--- src/rtl/mem_data_responder_if.sv ---
`default_nettype none
// ============================================================================
// Module      : mem_data_responder_if
// Description : MEM-stage load/store bus between the pipeline (master) and
//               the data-memory responder (slave).
//   req_valid  - request present (load or store)
//   req_write  - 1 = store, 0 = load
//   req_addr   - byte address
//   req_wdata  - store data
//   req_ready  - responder is idle and can accept a request
//   stall      - pipeline must hold all stage registers this cycle
//   resp_valid - one-cycle response strobe
//   resp_rdata - load data during a load response, else 0
//   resp_err   - access fault flag during a response, else 0
// Revision    : 1.0 - initial release
// ============================================================================
interface mem_data_responder_if;
  logic        req_valid;
  logic        req_write;
  logic [31:0] req_addr;
  logic [31:0] req_wdata;
  logic        req_ready;
  logic        stall;
  logic        resp_valid;
  logic [31:0] resp_rdata;
  logic        resp_err;

  modport master (
    output req_valid, req_write, req_addr, req_wdata,
    input  req_ready, stall, resp_valid, resp_rdata, resp_err
  );

  modport slave (
    input  req_valid, req_write, req_addr, req_wdata,
    output req_ready, stall, resp_valid, resp_rdata, resp_err
  );
endinterface
`default_nettype wire

--- src/rtl/mem_data_responder.sv ---
`default_nettype none
// ============================================================================
// Module      : mem_data_responder
// Description : Multi-cycle data memory for the pipelined MIPS32 datapath.
//               Accepts one load/store at a time, stalls the pipeline for
//               LATENCY cycles and then returns a single-cycle response.
// Parameters  : DEPTH_WORDS - number of 32-bit words (power of two, >= 2)
//               LATENCY     - cycles from accept to response (1..15)
// Ports       : clk   - clock, rising edge
//               reset - asynchronous, active-low reset
//               bus   - mem_data_responder_if.slave (request/response bus)
// Revision    : 1.0 - initial release
// ============================================================================
module mem_data_responder #(
  parameter int DEPTH_WORDS = 64,
  parameter int LATENCY     = 3
) (
  input  wire logic            clk,
  input  wire logic            reset,
  mem_data_responder_if.slave  bus
);

  localparam int         c_IDX_W      = $clog2(DEPTH_WORDS);
  localparam logic [3:0] c_LOAD_COUNT = 4'(LATENCY - 1);

  typedef enum logic [1:0] {
    S_IDLE = 2'd0,
    S_WAIT = 2'd1,
    S_RESP = 2'd2
  } state_t;

  state_t               r_state;
  logic [3:0]           r_count;
  logic                 r_isWrite;
  logic                 r_fault;
  logic [c_IDX_W-1:0]   r_idx;
  logic [31:0]          r_wdata;
  logic                 r_reqReady;
  logic                 r_respValid;
  logic                 r_respErr;
  logic [31:0]          r_mem [DEPTH_WORDS];

  logic [c_IDX_W-1:0]   w_reqIdx;
  logic                 w_reqFault;
  logic                 w_commit;
  logic [31:0]          w_rdata;

  // Word index and fault decode of the incoming request.
  assign w_reqIdx   = bus.req_addr[c_IDX_W+1:2];
  assign w_reqFault = (bus.req_addr[1:0] != 2'b00) ||
                      ((bus.req_addr >> (c_IDX_W + 2)) != 32'd0);

  // A store lands in the array on the edge that leaves RESP, so a load
  // issued in the following IDLE cycle already sees the new data.
  assign w_commit = (r_state == S_RESP) && r_isWrite && !r_fault;

  // Load data is read combinationally from the array while responding.
  assign w_rdata = ((r_state == S_RESP) && !r_isWrite && !r_fault) ? r_mem[r_idx] : 32'd0;

  // ----------------------------------------------------------------------
  // Control FSM. r_count holds the number of edges still to go before
  // RESP; leaving WAIT coincides with it reaching zero, which places the
  // response LATENCY cycles after the accept cycle.
  // ----------------------------------------------------------------------
  always_ff @(posedge clk or negedge reset) begin
    if (!reset) begin
      r_state     <= S_IDLE;
      r_count     <= 4'd0;
      r_isWrite   <= 1'b0;
      r_fault     <= 1'b0;
      r_idx       <= '0;
      r_wdata     <= 32'd0;
      r_reqReady  <= 1'b1;
      r_respValid <= 1'b0;
      r_respErr   <= 1'b0;
    end else begin
      case (r_state)
        S_IDLE: begin
          if (bus.req_valid) begin
            r_isWrite  <= bus.req_write;
            r_fault    <= w_reqFault;
            r_idx      <= w_reqIdx;
            r_wdata    <= bus.req_wdata;
            r_count    <= c_LOAD_COUNT;
            r_reqReady <= 1'b0;
            if (LATENCY == 1) begin
              r_state     <= S_RESP;
              r_respValid <= 1'b1;
              r_respErr   <= w_reqFault;
            end else begin
              r_state <= S_WAIT;
            end
          end
        end
        S_WAIT: begin
          r_count <= r_count - 4'd1;
          if (r_count == 4'd1) begin
            r_state     <= S_RESP;
            r_respValid <= 1'b1;
            r_respErr   <= r_fault;
          end
        end
        S_RESP: begin
          r_state     <= S_IDLE;
          r_respValid <= 1'b0;
          r_respErr   <= 1'b0;
          r_reqReady  <= 1'b1;
        end
        default: begin
          r_state     <= S_IDLE;
          r_count     <= 4'd0;
          r_respValid <= 1'b0;
          r_respErr   <= 1'b0;
          r_reqReady  <= 1'b1;
        end
      endcase
    end
  end

  // ----------------------------------------------------------------------
  // Word array. Reset clears every word, which also discards a store that
  // was still waiting for its commit edge.
  // ----------------------------------------------------------------------
  always_ff @(posedge clk or negedge reset) begin
    if (!reset) begin
      for (int i = 0; i < DEPTH_WORDS; i++) begin
        r_mem[i] <= 32'd0;
      end
    end else if (w_commit) begin
      r_mem[r_idx] <= r_wdata;
    end
  end

  // Stall covers the accept cycle and every WAIT cycle; it drops in RESP
  // so the pipeline captures the response on the RESP edge.
  assign bus.stall      = ((r_state == S_IDLE) && bus.req_valid) || (r_state == S_WAIT);
  assign bus.req_ready  = r_reqReady;
  assign bus.resp_valid = r_respValid;
  assign bus.resp_err   = r_respErr;
  assign bus.resp_rdata = w_rdata;

endmodule
`default_nettype wire
--- src/flat_wrapper.sv ---
// flat-port wrapper written by rule: the top's interface ports become plain ports
module mem_data_responder_flat 
#(
  parameter int DEPTH_WORDS = 64,
  parameter int LATENCY     = 3
)
  (clk, reset, bus_req_valid, bus_req_write, bus_req_addr, bus_req_wdata, bus_req_ready, bus_stall, bus_resp_valid, bus_resp_rdata, bus_resp_err);
  mem_data_responder_if bus_i ();
  input  wire logic clk;
  input  wire logic reset;
  input wire logic [$bits(bus_i.req_valid)-1:0] bus_req_valid;
  input wire logic [$bits(bus_i.req_write)-1:0] bus_req_write;
  input wire logic [$bits(bus_i.req_addr)-1:0] bus_req_addr;
  input wire logic [$bits(bus_i.req_wdata)-1:0] bus_req_wdata;
  output wire logic [$bits(bus_i.req_ready)-1:0] bus_req_ready;
  output wire logic [$bits(bus_i.stall)-1:0] bus_stall;
  output wire logic [$bits(bus_i.resp_valid)-1:0] bus_resp_valid;
  output wire logic [$bits(bus_i.resp_rdata)-1:0] bus_resp_rdata;
  output wire logic [$bits(bus_i.resp_err)-1:0] bus_resp_err;
  assign bus_i.req_valid = bus_req_valid;
  assign bus_i.req_write = bus_req_write;
  assign bus_i.req_addr = bus_req_addr;
  assign bus_i.req_wdata = bus_req_wdata;
  assign bus_req_ready = bus_i.req_ready;
  assign bus_stall = bus_i.stall;
  assign bus_resp_valid = bus_i.resp_valid;
  assign bus_resp_rdata = bus_i.resp_rdata;
  assign bus_resp_err = bus_i.resp_err;
  mem_data_responder #(.DEPTH_WORDS(DEPTH_WORDS), .LATENCY(LATENCY)) u_core (.clk(clk), .reset(reset), .bus(bus_i));
endmodule
--- config.mk ---
export PLATFORM = sky130hd
export DESIGN_NAME = mem_data_responder_flat
export DESIGN_NICKNAME = d
export VERILOG_FILES = /design/src/rtl/mem_data_responder_if.sv /design/src/rtl/mem_data_responder.sv /design/src/flat_wrapper.sv
export SDC_FILE = /design/constraint.sdc
export NUM_CORES = 2
export LEC_CHECK = 0
export ABC_AREA = 0
export BUFFER_PORTS_ARGS = -buffer_cell sky130_fd_sc_hd__clkbuf_2
export CORE_MARGIN = 4
export CORE_UTILIZATION = 57
export DETAILED_ROUTE_END_ITERATION = 10
export GPL_TIMING_DRIVEN = 1
export PLACE_DENSITY = 0.73
export SLEW_MARGIN = 20
export SYNTH_ARGS = -nofsm -noshare
export SYNTH_HDL_FRONTEND = slang
export SYNTH_SLANG_ARGS = --single-unit
--- constraint.sdc ---
create_clock -name clk -period 2.5 [get_ports clk]
set_clock_uncertainty 0.05 [all_clocks]
set_input_delay 0.5 -clock clk [delete_from_list [all_inputs] [get_ports clk]]
set_output_delay 0.5 -clock clk [all_outputs]
set_load 0.01 [all_outputs]
After elaboration in Yosys (flattened, before gate mapping):

Index checks and enable logic that the tools add are counted.

* flip-flop bits (word level): 2097
* bits in latches: 0
* bits in writable memories: 0
* ROM bits: 0
* word-level logic and storage cells: 121
* memories kept: 0

* add/subtract/negate cells: 1
* multiply operators: 0
* div/mod/pow operators: 0
* magnitude comparators: 2
* equal/unequal tests: 5
* shift-type cells: 0
* mux-type cells: 18
* bitwise operators: 4
* reductions and logical operators: 18

Operators with widths (count)
* 2048-bit bitwise mux: 1
* 32-bit binary-select mux with 6-bit select: 1
* 32-bit demux with 6-bit select: 1
* 32-bit two-way mux: 4
* 32-bit nonzero test: 1
* 4-bit one-hot mux with 3 select lines: 1
* 2-bit AND reduction: 5
* 7-bit >= comparator, second input constant: 1
* 7-bit by 1-bit less-than comparator with 1-bit output, second input constant: 1
* 6-bit NOT with 7-bit output: 1
* 1-bit logical AND: 6
* 1-bit one-hot mux with 2 select lines: 3
* 4-bit by 1-bit equality test with 1-bit output, second input constant: 1
* 2-bit two-way mux: 2
* 4-bit two-way mux: 1
* 2-bit one-hot mux with 2 select lines: 1
* 4-bit by 1-bit subtractor with 4-bit output, second input constant: 1
* 1-bit two-way mux: 3
* 1-bit NOT: 3
* 2-bit by 1-bit equality test with 1-bit output, second input constant: 1
* 2-bit equality test, second input constant: 1
* 1-bit logical NOT: 2
* 2-bit logical NOT: 1
* 1-bit logical OR: 2
* other kinds (3): 3

Logic depth before layout (Yosys ltp):

* depth in word-level cells: 6
* depth in mapped cells: 11

Worst setup path after synthesis:

OpenSTA, ideal clock, no wires.

* path type: register to output
* start: reg u_core.r_idx[0]
* end: out bus_resp_rdata[17]
* data arrival time: 2.077 ns
* data required time: 1.950 ns
* setup slack: -0.127 ns
* stages on the path, launching flop included: 9
* cells stage by stage: dfrtp_1 buf_4 buf_2 buf_1 mux2_2 a221oi_1 o22ai_1 a21oi_1 a31oi_1

* longest elaborated chain between the ends: 5

RTL lines
* from (decl): line mem_data_responder.sv:36 `logic [c_IDX_W-1:0] r_idx;`
* from (signal assigned): line mem_data_responder.sv:82 `r_idx <= w_reqIdx;`
* 6-bit NOT with 7-bit output (not written as such): line mem_data_responder.sv:58 `assign w_rdata = ((r_state == S_RESP) && !r_isWrite && !r_fault) ? r_mem[r_idx] : 32'd0;`
* 32-bit binary-select mux with 6-bit select: line mem_data_responder.sv:58
* 32-bit two-way mux (not written as such) (2 in series): line mem_data_responder.sv:58
* 32-bit two-way mux: line mem_data_responder.sv:58
* to (decl): line flat_wrapper.sv:18 `output wire logic [$bits(bus_i.resp_rdata)-1:0] bus_resp_rdata;`

No other way between the ends. The select of a mux whose other input is x is not followed.

Worst setup path after layout:

* start: reg u_core.r_idx[1]
* end: out bus_resp_rdata[1]

The elaborated chain is that of the path after synthesis.

==> qor.yml <==
status: "complete, but fails checks"
violations: "setup timing"
core-area_mm2: 0.163
max_stage_delay_ns: 0.55
cp_max_fo: 8
cts_tree: "built"
yosysSeqAreaShare: 0.558
wire_per_inst_um: 32.3
slew_headroom: 0.396
cts_buffer_depth: 3
rows: 148
ios: 104
crit_family: "compound AO/OA/AOI/OAI gates"
grt_max_degree: 125
hold_class: "primary input to async pin"
die_area_mm2: 0.171
drive_gt1_frac: 0.502
grt_pass1_wl_mm: 460
clock_latency_ns: 0.90
placedCellCount: 9339
gp_congestion: 0.916
cp_num_buf_inv: 6
p_per_area_mw_per_mm2: 931
nFillCells: 10300
cp-start-kind: "register"
first_global_vias: 69300
max_cap_viol_count: 0
finalNonFillerCells: 9920
crit_top_cell: "buf_4"
clock-root-buffer: "clkbuf_16"
final_common_cell: "dfrtp_1"
num_vias: 68900
fin_nets: 7640
drc: 0
vias_per_cell: 6.95
numPortBuffers: 103
period_share: 1.70
grt_usage: 0.354
die-width_um: 414
hold_viol: 0
avgSynthCellArea_um2: 13.4
required_ns: 1.95
fin_ws_ns: -1.74
antenna_found_initial: 5
drtAntennaViolNets: 0
async_flop_share: 1.00
slew_violations: 0
dp_hpwl_mm: 195
syn2layout_area_growth_pct: 23.7
tns_ns: -288.40
rsz0062_at_grt: "yes"
syn_nets: 7099
setup_viol: 1587
synth_seq_cells: 2097
ys.flop_type: "dfrtp_1"
slowest_stage: "dfrtp_4"
drt-pass1-iter-count: 6
arrival_ns: 3.69
yosysWarnings: 0
peakVddDrop_mv: 1.44
cp_cell_sequence: "nor2b_4, buf_12, buf_16, a221oi_1, a21oi_2, buf_4, nor4b_4, buf_4, a2111oi_1, a31oi_1, buf_4, buf_2"
cellLeakagePower_nw: 55.9
synth_edf_count: 0
syn_area_mm2: 0.0940
crit_type: "register to primary output"
h-tree-depth: 4
cts_inserted_buffers: 207
final_cell_mix: "dfrtp_1 (2059), mux2_2 (2020), buf_4 (577)"
max_freq_ghz: 0.236
clk_pin_slew_worst_paths_ns: 0.06
grt.overflow.total: 0
initial_utilization: 0.575
die_y_um: 414
yosysUniqueCellTypes: 66
drt_first_iter_violations: 8645
cp-end-kind: "primary output"
drt-total-wl_mm: 321
synth_cells: 7029
worstMarginPinSlew_ns: 0.906
p_total_mw: 108
clock-sinks: 2097
min_period_ns: 4.24
[stage by stage]
stage | instance area (um2) | util | hold slack (ns) | setup WS, ns
4_1_cts | 114000 | 0.697 | 0.0918 | -1.63
5_1_grt | 116000 | 0.712 | 0.134 | -1.78
2_1_floorplan | 94200 | - | 0.154 | -0.00601
3_3_place_gp | 103000 | 0.634 | 0.371 | -1.25
3_5_place_dp | 103000 | 0.634 | 0.365 | -1.19
6_report | 116000 | 0.712 | 0.133 | -1.74
[cells in the mapped netlist (all sizes together) (24+ instances only)]
| master | count | share of area |
|---|---|---|
| a211oi | 58 | 0.0046 |
| a31oi | 33 | 0.0022 |
| a22oi | 408 | 0.033 |
| nor3 | 44 | 0.0026 |
| o21ai | 113 | 0.0060 |
| clkbuf | 413 | 0.017 |
| a21oi | 162 | 0.0086 |
| nand2 | 160 | 0.0064 |
| a221oi | 264 | 0.025 |
| o22ai | 171 | 0.011 |
| nor2 | 98 | 0.0039 |
| o2bb2ai | 24 | 0.0022 |
| buf | 359 | 0.017 |
| a22o | 92 | 0.0086 |
| a221o | 27 | 0.0029 |
| inv | 25 | 0.0010 |
| mux2 | 2117 | 0.25 |
| mux4 | 28 | 0.0067 |
| dfrtp | 2096 | 0.56 |
| mux2i | 131 | 0.014 |
[worst paths after layout]
path / start / to / slack, ns / depth (start not counted)
setup / recovery: u_core.r_idx[1] / bus_resp_rdata[1] / -1.74 / 12
hold / removal: reset / u_core.r_mem[1150] / 0.13 / 2
setup reg to reg: u_core.r_idx[1] / u_core.r_mem[103] / -0.33 / 11
hold reg to reg: u_core.r_mem[604] / u_core.r_mem[604] / 0.44 / 1
max in group asynchronous: reset / u_core.r_mem[1840] / 1.16 / 4
min in group clk: bus_req_addr[4] / u_core.r_idx[2] / 0.21 / 3
[metal layers]
metal / global-route usage / wire length [um] / up-vias
li1: - / - / 27400
met1: 0.477 / 123000 / 36100
met2: 0.532 / 143000 / 4220
met3: 0.0850 / 33400 / 1136
met4: 0.200 / 21600 / 8
met5: 0 / 54 / -
[cell families (layout without fill, tap and decap cells)]
logic type                 count (synthesis)  in the layout  synth area share
AOI/OAI and AO/OA                       1432           1432             0.111
xor gates and xnor gates                   2              2          0.000186
adders and majority gates                  2              2          0.000266
buffers and inverters                    797           1509            0.0346
DFF                                     2097           2097             0.558
muxes                                   2276           2276             0.274
other                                      0              3                 0
and+or+nand+nor                          423            424            0.0213
[worst reg2reg max path, cell delays in order, from the launching register on]
cell and delay (ns):
dfrtp_4 0.55, buf_8 0.17, buf_16 0.16, buf_6 0.12
buf_6 0.12, buf_4 0.13, or2_4 0.25, nor3_4 0.27
buf_12 0.22, nand2_8 0.11, buf_12 0.18, mux2_2 0.37
[timing repair]
action                                  4_1_cts  5_1_grt
endpoints found under the setup margin     1403     1555
hold endpoints to repair                    959        0
pin swaps                                    84       89
resized for setup                           338      261
setup buffers                                63       48
gates cloned                                 21       31
hold buffers                                 44        0
[flip-flops by register name, indices dropped and copies added, names as in the netlist]
register               flops
u_core.r_fault             1
u_core.r_wdata            32
u_core.r_state             2
u_core.r_idx               6
u_core.bus.resp_err        1
u_core.bus.req_ready       1
u_core.r_mem            2048
u_core.r_isWrite           1
u_core.r_count             4
u_core.bus.resp_valid      1
[power breakdown]
group	switching [mW]	internal (mW)	total, mW
clock	13.9	18.7	32.6
sequential	1.78	34.4	36.2
combinational	24.8	14.6	39.4
total	40.5	67.8	108
[cell type report]
type / count / area [um2] / area share
antenna: 3 / 7.51 / 0.0000646
clock buffer: 318 / 6170 / 0.0531
clock inverter: 63 / 980 / 0.00843
inverter: 25 / 96.3 / 0.000829
multi-input combinational: 4136 / 40900 / 0.352
sequential: 2097 / 52500 / 0.452
tap: 2175 / 2720 / 0.0234
timing repair buffer: 1103 / 12900 / 0.111
Power figures use the tool's default switching activity.
